$ cat config.mk
export PLATFORM = sky130hd
export DESIGN_NAME = md_sequencer
export DESIGN_NICKNAME = d
export VERILOG_FILES = /design/src/rtl/md_pkg.sv /design/src/rtl/md_arith.sv /design/src/rtl/md_sequencer.sv
export SDC_FILE = /design/constraint.sdc
export NUM_CORES = 2
export LEC_CHECK = 0
export CAP_MARGIN = 10
export CORE_MARGIN = 1
export CORE_UTILIZATION = 50
export DETAILED_ROUTE_END_ITERATION = 8
export DONT_BUFFER_PORTS = 1
export HOLD_SLACK_MARGIN = 0.05
export SYNTH_ARGS = -nofsm -noshare
export SYNTH_HDL_FRONTEND = slang
export SYNTH_SLANG_ARGS = --single-unit
$ cat constraint.sdc
create_clock -name clk -period 12.7 [get_ports clk]
set_input_delay 0.635 -clock clk [delete_from_list [all_inputs] [get_ports clk]]
set_output_delay 0.635 -clock clk [all_outputs]
set_load 0.02 [all_outputs]
$ cat src/rtl/md_pkg.sv
// Shared definitions for the multiply/divide sequencer:
// md_op encodings, FSM state enum and default busy-window lengths.
package md_pkg;

    localparam int unsigned MD_DATA_W = 32;

    localparam int unsigned MD_MULT_CYCLES_DEF = 5;
    localparam int unsigned MD_DIV_CYCLES_DEF  = 10;

    localparam logic [2:0] MD_NONE  = 3'd0;
    localparam logic [2:0] MD_MULT  = 3'd1;
    localparam logic [2:0] MD_MULTU = 3'd2;
    localparam logic [2:0] MD_DIV   = 3'd3;
    localparam logic [2:0] MD_DIVU  = 3'd4;
    localparam logic [2:0] MD_MTHI  = 3'd5;
    localparam logic [2:0] MD_MTLO  = 3'd6;

    typedef enum logic [1:0] {
        ST_IDLE = 2'd0,
        ST_MULT = 2'd1,
        ST_DIV  = 2'd2
    } md_state_e;

endpackage

$ cat src/rtl/md_arith.sv
// Combinational arithmetic for the md sequencer.
// Ports:
//   a, b       in  32  latched operands (a = multiplicand/dividend, b = multiplier/divisor)
//   is_signed  in  1   1 = signed (mult/div), 0 = unsigned (multu/divu)
//   prod       out 64  full product {hi,lo}
//   quo, rem   out 32  quotient / remainder (zero when divisor is zero)
// Macro MD_DIV_EN: when undefined the divider is removed and quo/rem tie to zero.
module md_arith
    import md_pkg::*;
(
    input  logic [MD_DATA_W-1:0]   a,
    input  logic [MD_DATA_W-1:0]   b,
    input  logic                   is_signed,
    output logic [2*MD_DATA_W-1:0] prod,
    output logic [MD_DATA_W-1:0]   quo,
    output logic [MD_DATA_W-1:0]   rem
);

    logic [2*MD_DATA_W-1:0] a_ext;
    logic [2*MD_DATA_W-1:0] b_ext;

    // One 64-bit multiplier serves both flavours: the low 64 bits of the
    // product of correctly extended operands are the same either way.
    always_comb begin
        a_ext = {{MD_DATA_W{is_signed & a[MD_DATA_W-1]}}, a};
        b_ext = {{MD_DATA_W{is_signed & b[MD_DATA_W-1]}}, b};
        prod  = a_ext * b_ext;
    end

`ifdef MD_DIV_EN
    // Divider; the signed overflow case is pinned explicitly.
    always_comb begin
        quo = '0;
        rem = '0;
        if (b == '0) begin
            quo = '0;
            rem = '0;
        end else if (is_signed) begin
            if (a == 32'h8000_0000 && b == 32'hFFFF_FFFF) begin
                quo = 32'h8000_0000;
                rem = '0;
            end else begin
                quo = MD_DATA_W'($signed(a) / $signed(b));
                rem = MD_DATA_W'($signed(a) % $signed(b));
            end
        end else begin
            quo = a / b;
            rem = a % b;
        end
    end
`else
    assign quo = '0;
    assign rem = '0;
`endif

endmodule

$ cat src/rtl/md_sequencer.sv
// Multi-cycle multiply/divide sequencer owning the HI/LO registers.
// Ports:
//   clk, reset       clock, asynchronous active-low reset
//   start, md_op     one-cycle operation request from E stage and its opcode
//   rs_val, rt_val   forwarded operands
//   rd_hi            selects HI (1) or LO (0) onto md_out
//   md_out           combinational read of HI/LO
//   busy             operation in progress
//   md_hold          start | busy, for the hazard unit
//   hi, lo           architectural HI/LO
// Macro MD_DIV_EN: enables div/divu; otherwise those ops are ignored.
module md_sequencer
    import md_pkg::*;
#(
    parameter int unsigned MULT_CYCLES = MD_MULT_CYCLES_DEF,
    parameter int unsigned DIV_CYCLES  = MD_DIV_CYCLES_DEF
) (
    input  logic        clk,
    input  logic        reset,
    input  logic        start,
    input  logic [2:0]  md_op,
    input  logic [31:0] rs_val,
    input  logic [31:0] rt_val,
    input  logic        rd_hi,
    output logic [31:0] md_out,
    output logic        busy,
    output logic        md_hold,
    output logic [31:0] hi,
    output logic [31:0] lo
);

    localparam int unsigned CNT_MAX = (MULT_CYCLES > DIV_CYCLES) ? MULT_CYCLES : DIV_CYCLES;
    localparam int unsigned CNT_W   = $clog2(CNT_MAX + 1);

    md_state_e        state, state_d;
    logic [CNT_W-1:0] count, count_d;
    logic [31:0]      op_a, op_a_d;
    logic [31:0]      op_b, op_b_d;
    logic             op_sgn, op_sgn_d;
    logic [31:0]      hi_d, lo_d;

    logic [63:0]      prod;
    logic [31:0]      quo;
    logic [31:0]      rem;

    md_arith u_arith (
        .a         (op_a),
        .b         (op_b),
        .is_signed (op_sgn),
        .prod      (prod),
        .quo       (quo),
        .rem       (rem)
    );

    // State, counter, latched operands and HI/LO
    always_ff @(posedge clk or negedge reset) begin
        if (!reset) begin
            state  <= ST_IDLE;
            count  <= '0;
            op_a   <= '0;
            op_b   <= '0;
            op_sgn <= 1'b0;
            hi     <= '0;
            lo     <= '0;
        end else begin
            state  <= state_d;
            count  <= count_d;
            op_a   <= op_a_d;
            op_b   <= op_b_d;
            op_sgn <= op_sgn_d;
            hi     <= hi_d;
            lo     <= lo_d;
        end
    end

    // Next-state: accept ops only in IDLE, retire result when count reaches 1
    always_comb begin
        state_d  = state;
        count_d  = count;
        op_a_d   = op_a;
        op_b_d   = op_b;
        op_sgn_d = op_sgn;
        hi_d     = hi;
        lo_d     = lo;
        unique case (state)
            ST_IDLE: begin
                if (start) begin
                    case (md_op)
                        MD_MULT, MD_MULTU: begin
                            op_a_d   = rs_val;
                            op_b_d   = rt_val;
                            op_sgn_d = (md_op == MD_MULT);
                            count_d  = CNT_W'(MULT_CYCLES);
                            state_d  = ST_MULT;
                        end
`ifdef MD_DIV_EN
                        MD_DIV, MD_DIVU: begin
                            op_a_d   = rs_val;
                            op_b_d   = rt_val;
                            op_sgn_d = (md_op == MD_DIV);
                            count_d  = CNT_W'(DIV_CYCLES);
                            state_d  = ST_DIV;
                        end
`endif
                        MD_MTHI: hi_d = rs_val;
                        MD_MTLO: lo_d = rs_val;
                        default: ;
                    endcase
                end
            end
            ST_MULT: begin
                count_d = count - CNT_W'(1);
                if (count == CNT_W'(1)) begin
                    hi_d    = prod[63:32];
                    lo_d    = prod[31:0];
                    state_d = ST_IDLE;
                end
            end
            ST_DIV: begin
`ifdef MD_DIV_EN
                count_d = count - CNT_W'(1);
                if (count == CNT_W'(1)) begin
                    // Zero divisor still burns the window but leaves HI/LO alone
                    if (op_b != '0) begin
                        hi_d = rem;
                        lo_d = quo;
                    end
                    state_d = ST_IDLE;
                end
`else
                count_d = '0;
                state_d = ST_IDLE;
`endif
            end
            default: begin
                count_d = '0;
                state_d = ST_IDLE;
            end
        endcase
    end

    assign busy    = (state != ST_IDLE);
    assign md_hold = start | busy;
    assign md_out  = rd_hi ? hi : lo;

endmodule

* After elaboration in Yosys (flattened, before gate mapping)
Cells that the tools add are included.
** Cells by class
- Mux-type cells :: 16
- Bitwise logic cells :: 3
- Add/sub/neg operators :: 1
- Multiply operators :: 1
- Reduce and logical (&&, ||, !) cells :: 9
- Equal/unequal tests :: 11
** Operators with widths (number)
- 32-bit two-way mux :: 7
- 32-bit one-hot mux with 2 select lines :: 2
- 33-bit by 33-bit multiplier with 64-bit output :: 1
- 4-bit two-way mux :: 2
- 4-bit one-hot mux with 2 select lines :: 1
- 4-bit AND reduction :: 2
- 3-bit equality test, second input constant :: 2
- 2-bit two-way mux :: 3
- 2-bit by 1-bit != test with 1-bit output, second input constant :: 3
- 3-bit AND reduction :: 2
- 4-bit by 1-bit equality test with 1-bit output, second input constant :: 1
- 2-bit != test, second input constant :: 2
- 2-bit one-hot mux with 2 select lines :: 1
- 2-bit nonzero test :: 2
- 4-bit by 1-bit subtractor with 4-bit output, second input constant :: 1
- 3-bit by 1-bit equality test with 1-bit output, second input constant :: 1
- 3-bit by 2-bit equality test with 1-bit output, second input constant :: 1
- 1-bit bitwise AND :: 2
- 2-bit by 1-bit equality test with 1-bit output, second input constant :: 1
- 2-bit zero test :: 1
- 2-bit AND reduction :: 1
- 2-bit OR reduction :: 1
- 1-bit bitwise OR :: 1
** Word-level totals
- Logic and storage cells :: 48
- Output and inout bits :: 98
- Bits of input ports :: 71
- Register bits after elaboration :: 135

* Logic depth before layout (Yosys ltp)
- Word-level depth :: 5
- Mapped depth :: 31
- Gate-level depth less buffers :: 28

* Cells and area by module
Synthesis repeated with hierarchy kept, for this count alone.
** Unflattened totals
- Cell total of the unflattened synthesis :: 4651
- Area total of the unflattened synthesis :: 44580.3 sq um
** Modules (own cells, without submodules)
- md_arith :: area each 38319.3 sq um, sequential area each 0.0 sq um, times used 1, cells an instance 4229
- md_sequencer :: area each 6261.0 sq um, sequential area each 3353.2 sq um, times used 1, cells an instance 422

* Worst setup path after synthesis
Ideal clock, no wire load.
- Kind :: register to register
- Start point :: register op_a[31]
- End point :: register hi[31]
- Setup time :: 0.132 ns
- Buffers on the path :: 3
- Path slack :: 4.813 ns
- Arrival time :: 7.754 ns
- Cell stages (with the launch flop) :: 30
- Data required time :: 12.568 ns
- Clock period less this slack :: 7.887 ns
- Cells stage by stage :: dfrtp_1 > clkbuf_1 > and2_1 > clkbuf_1 > nand2_1 > inv_1 > fa_1 > inv_1 > fa_1 > inv_1 > fa_1 > inv_1 > fa_1 > fa_1 > fa_1 > fa_1 > fa_1 > inv_1 > ha_1 > clkbuf_1 > inv_1 > o21ai_0 > a21o_1 > a21o_1 > a21oi_1 > nor2_1 > a2111oi_0 > o31ai_1 > xnor2_1 > a21oi_1
** Between the ends
- Cells in the longest elaborated chain, start to end :: 4
** RTL lines
- start, declared :: line md_sequencer.sv:37 : logic [31:0] op_a, op_a_d;
- start signal, assigned :: line md_sequencer.sv:68 : op_a <= op_a_d;
- 1-bit bitwise AND :: line md_arith.sv:25 : a_ext = {{MD_DATA_W{is_signed & a[MD_DATA_W-1]}}, a};
- 33-bit by 33-bit multiplier with 64-bit output * :: line md_arith.sv:27 : prod = a_ext * b_ext;
- 32-bit two-way mux * :: line md_sequencer.sv:113 : if (count == CNT_W'(1)) begin
- 32-bit one-hot mux with 2 select lines * :: line md_sequencer.sv:85 : unique case (state)
- end signal, assigned :: line md_sequencer.sv:71 : hi <= hi_d;
- end, declared :: line md_sequencer.sv:28 : output logic [31:0] hi,
Every way passes the cells marked *; elsewhere a longest branch is shown, timed or not. The select of a mux whose other input is x is not followed.
A chain may end at the register's enable or synchronous reset.

* Final worst setup path
- Start point :: register op_sgn
- End point :: register hi[26]
** Between the ends
- Cells in the longest elaborated chain, start to end :: 4
- Elaborated cells between the ends (all ways) :: 5
- Classes of those cells :: mul (1); mux (2); bitwise (2)
** RTL lines
- start, declared :: line md_sequencer.sv:39 : logic op_sgn, op_sgn_d;
- start signal, assigned :: line md_sequencer.sv:70 : op_sgn <= op_sgn_d;
- 1-bit bitwise AND (on tied branches) :: line md_arith.sv:25, md_arith.sv:26
- 33-bit by 33-bit multiplier with 64-bit output * :: line md_arith.sv:27
- 32-bit two-way mux * :: line md_sequencer.sv:113
- 32-bit one-hot mux with 2 select lines * :: line md_sequencer.sv:85
Marks and branches as above.

==> flow_summary.json <==
{
  "coreArea_um2": 86900,
  "min_path_type": "in -> async",
  "worst_pin_slew_ns": 1.09,
  "rsz0062_at_grt": "no",
  "yosys_warnings": 0,
  "layout_commonest_cell": "inv_1",
  "relSlewSlack_pct": 27.0,
  "grt_pass1_vias": 33474,
  "std_cell_rows": 108,
  "syn_area_um2": 43900,
  "synthArstFlopShare_pct": 100,
  "route.detailed.drc": 0,
  "cp_max_fo": 22,
  "r2r-start": "op_sgn",
  "ys_seq_area_share_pct": 7.63,
  "cts_root_buffer": "clkbuf_16",
  "crit_family": "adder cells",
  "critPathLaunchType": "flop",
  "synth_cell_type_count": 57,
  "fp.dieW_um": 298,
  "setup.worst_path.end_class": "flop",
  "port_buffers": 0,
  "worstSetupPathType": "reg -> reg",
  "clk_pin_slew_ns": 0.08,
  "fin_crit_sh_pct": 72.1,
  "mostFrequentLayoutCells": "1140 x inv_1, 1125 x fa_1, 790 x nand2_1",
  "grt.total_usage_pct": 28.3,
  "crit_buf_inv": 7,
  "crit_start": "op_sgn",
  "max-cap-violations": 0,
  "min_period_ns": 9.15,
  "cts_max_path_buffers": 2,
  "vias": 30944,
  "ctsHtreeMaxLevel": 4,
  "drive_gt1_share_pct": 4.97,
  "critPathArrivalTime_ns": 9.51,
  "setup_viol": 0,
  "regArea_um2": 3360,
  "io_pins": 169,
  "synth_edf_count": 0,
  "critical_path.slowest_cell": "fa_1",
  "grt_remaining_overflow": 0,
  "layout.nets": 5964,
  "wire_per_inst_um": 21.0,
  "dieArea_um2": 89000,
  "gp_congestion": 0.904,
  "grt_start_max_net_pins": 135,
  "clock.fmax_mhz": 109,
  "reg2reg_depth": 28,
  "rrSetupSlack_ns": 3.55,
  "setup.worst_path.end": "hi[26]",
  "grt_pass1_wl_mm": 194,
  "nFillCells": 8085,
  "synth_nets": 6146,
  "via_per_inst": 5.41,
  "fin_worst_skew_ns": 0.0180,
  "cts_tree": "done",
  "setup_tns_ns": 0,
  "first_pass_iters": 6,
  "slowest_delay_ns": 0.87,
  "cp_data_required_time_ns": 13.06,
  "r2r_end": "hi[26]",
  "status": "complete, no violations",
  "dp.final_hpwl_mm": 97.6,
  "synthFlopType": "dfrtp_1",
  "crit_top_cell": "fa_1",
  "antenna_found_initial": 4,
  "die_y_um": 298,
  "wirelength_mm": 120,
  "synthCells": 4736,
  "cts_sinks": 134,
  "start_util_pct": 50.5,
  "cp_num_cells": 28,
  "detail-route-antenna-nets": 0,
  "synthToLayoutAreaGrowth_pct": 3.79,
  "multiInputGateArea_um2": 35300,
  "syn_avg_cell_area_um2": 9.27,
  "hold_violations": 0,
  "cts_buffers": 17,
  "slew_viol_final": 0,
  "drt_iter0_markers": 1944,
  "ys_ff_latch": 134,
  "clk_latency_ns": 0.45
}
==> cell families (layout without fill, tap and decap cells) <==
logic type,after synthesis,in the layout,share of synthesized area [%]
AO/OA/AOI/OAI,332,332,4.56
XOR/XNOR,79,79,1.58
adder cells (fa/ha/maj),1339,1339,57.4
buffers and inverters,1416,1247,12.1
flip-flops,134,134,7.63
multiplexers,110,110,2.78
other,0,1,0
AND/OR/NAND/NOR,1326,1326,14.0
==> synthesized netlist by cell type (3+ instances only) <==
cell      count  area, um2
a211oi_1      6       45.0
a21o_1       40        300
a21oi_1     117        586
a31oi_1       7       43.8
and2_1      348       2180
and3_1       40        250
buf_1         5       18.8
buf_2         3       15.0
clkbuf_1    268       1010
dfrtp_1     134       3350
fa_1       1125      22500
ha_1        214       2680
inv_1      1140       4280
mux2_2       96       1080
mux2i_1      14        140
nand2_1     790       2970
nand3_1      20        100
nand4_1      16        100
nor2_1       62        233
nor2b_1      17        106
nor3_1        9       45.0
o211ai_1      5       37.5
o21a_1        4       30.0
o21ai_0      86        430
o21ai_1      21        105
o21bai_1     13       97.6
o31a_1        3       26.3
o31ai_1       5       37.5
or2_2        10       62.6
or3_1         5       31.3
xnor2_1      55        482
xor2_1       24        210
==> layer usage <==
metal	track usage [%]	vias to the layer above	part of all wire, %
li1	-	13340	-
met1	37.5	16591	40
met2	50.2	849	52
met3	2.44	162	5.0
met4	6.78	2	2.4
met5	0	-	0.016
==> per-stage QoR <==
| step | std cells | cell area (um2) | util [%] | setup slack [ns] | hold slack [ns] |
|---|---|---|---|---|---|
| 4_1_cts | 5722 | 45600 | 52.5 | 3.51 | 0.195 |
| 5_1_grt | 5722 | 45600 | 52.5 | 2.96 | 0.220 |
| 3_5_place_dp | 5689 | 44900 | 51.7 | 3.56 | 0.341 |
| 3_3_place_gp | 5689 | 44900 | 51.7 | 3.73 | 0.342 |
| 2_1_floorplan | 4736 | 43900 | - | 4.81 | 0.339 |
| 6_report | 5723 | 45600 | 52.5 | 3.55 | 0.111 |
==> how the worst min path moves through the flow <==
| stage | end | slack, ns |
|---|---|---|
| detailed placement | op_a[6] | 0.34 |
| finish | lo[5] | 0.11 |
| floorplan | count[0] | 0.34 |
| CTS | lo[6] | 0.20 |
| global placement | op_a[6] | 0.34 |
| global route | lo[6] | 0.22 |
==> layout make-up <==
type / instances / share of cell area, %
Clock inverter: 14 / 0.447
Timing Repair Buffer: 75 / 1.28
Inverter: 1140 / 9.39
Multi-Input combinational cell: 3186 / 77.4
Tap cell: 1155 / 3.17
Sequential cell: 134 / 7.37
Clock buffer: 18 / 0.963
Antenna cell: 1 / 0.00549
==> what timing repair did <==
| action | in CTS | in global routing |
|---|---|---|
| endpoints found under the hold margin | 134 | 0 |
| gates resized for setup | 0 | 0 |
| buffers inserted | 0 | 0 |
| hold buffers | 1 | 0 |
==> sequential cells by signal (all words and copies together), names as in the netlist <==
signal and cells:
op_sgn 1, op_a 32, state 1, lo 32, op_b 32, count 4
hi 32
Power is not shown: default switching activity piles up to over one toggle a cycle in this logic, so the estimate is an artifact.
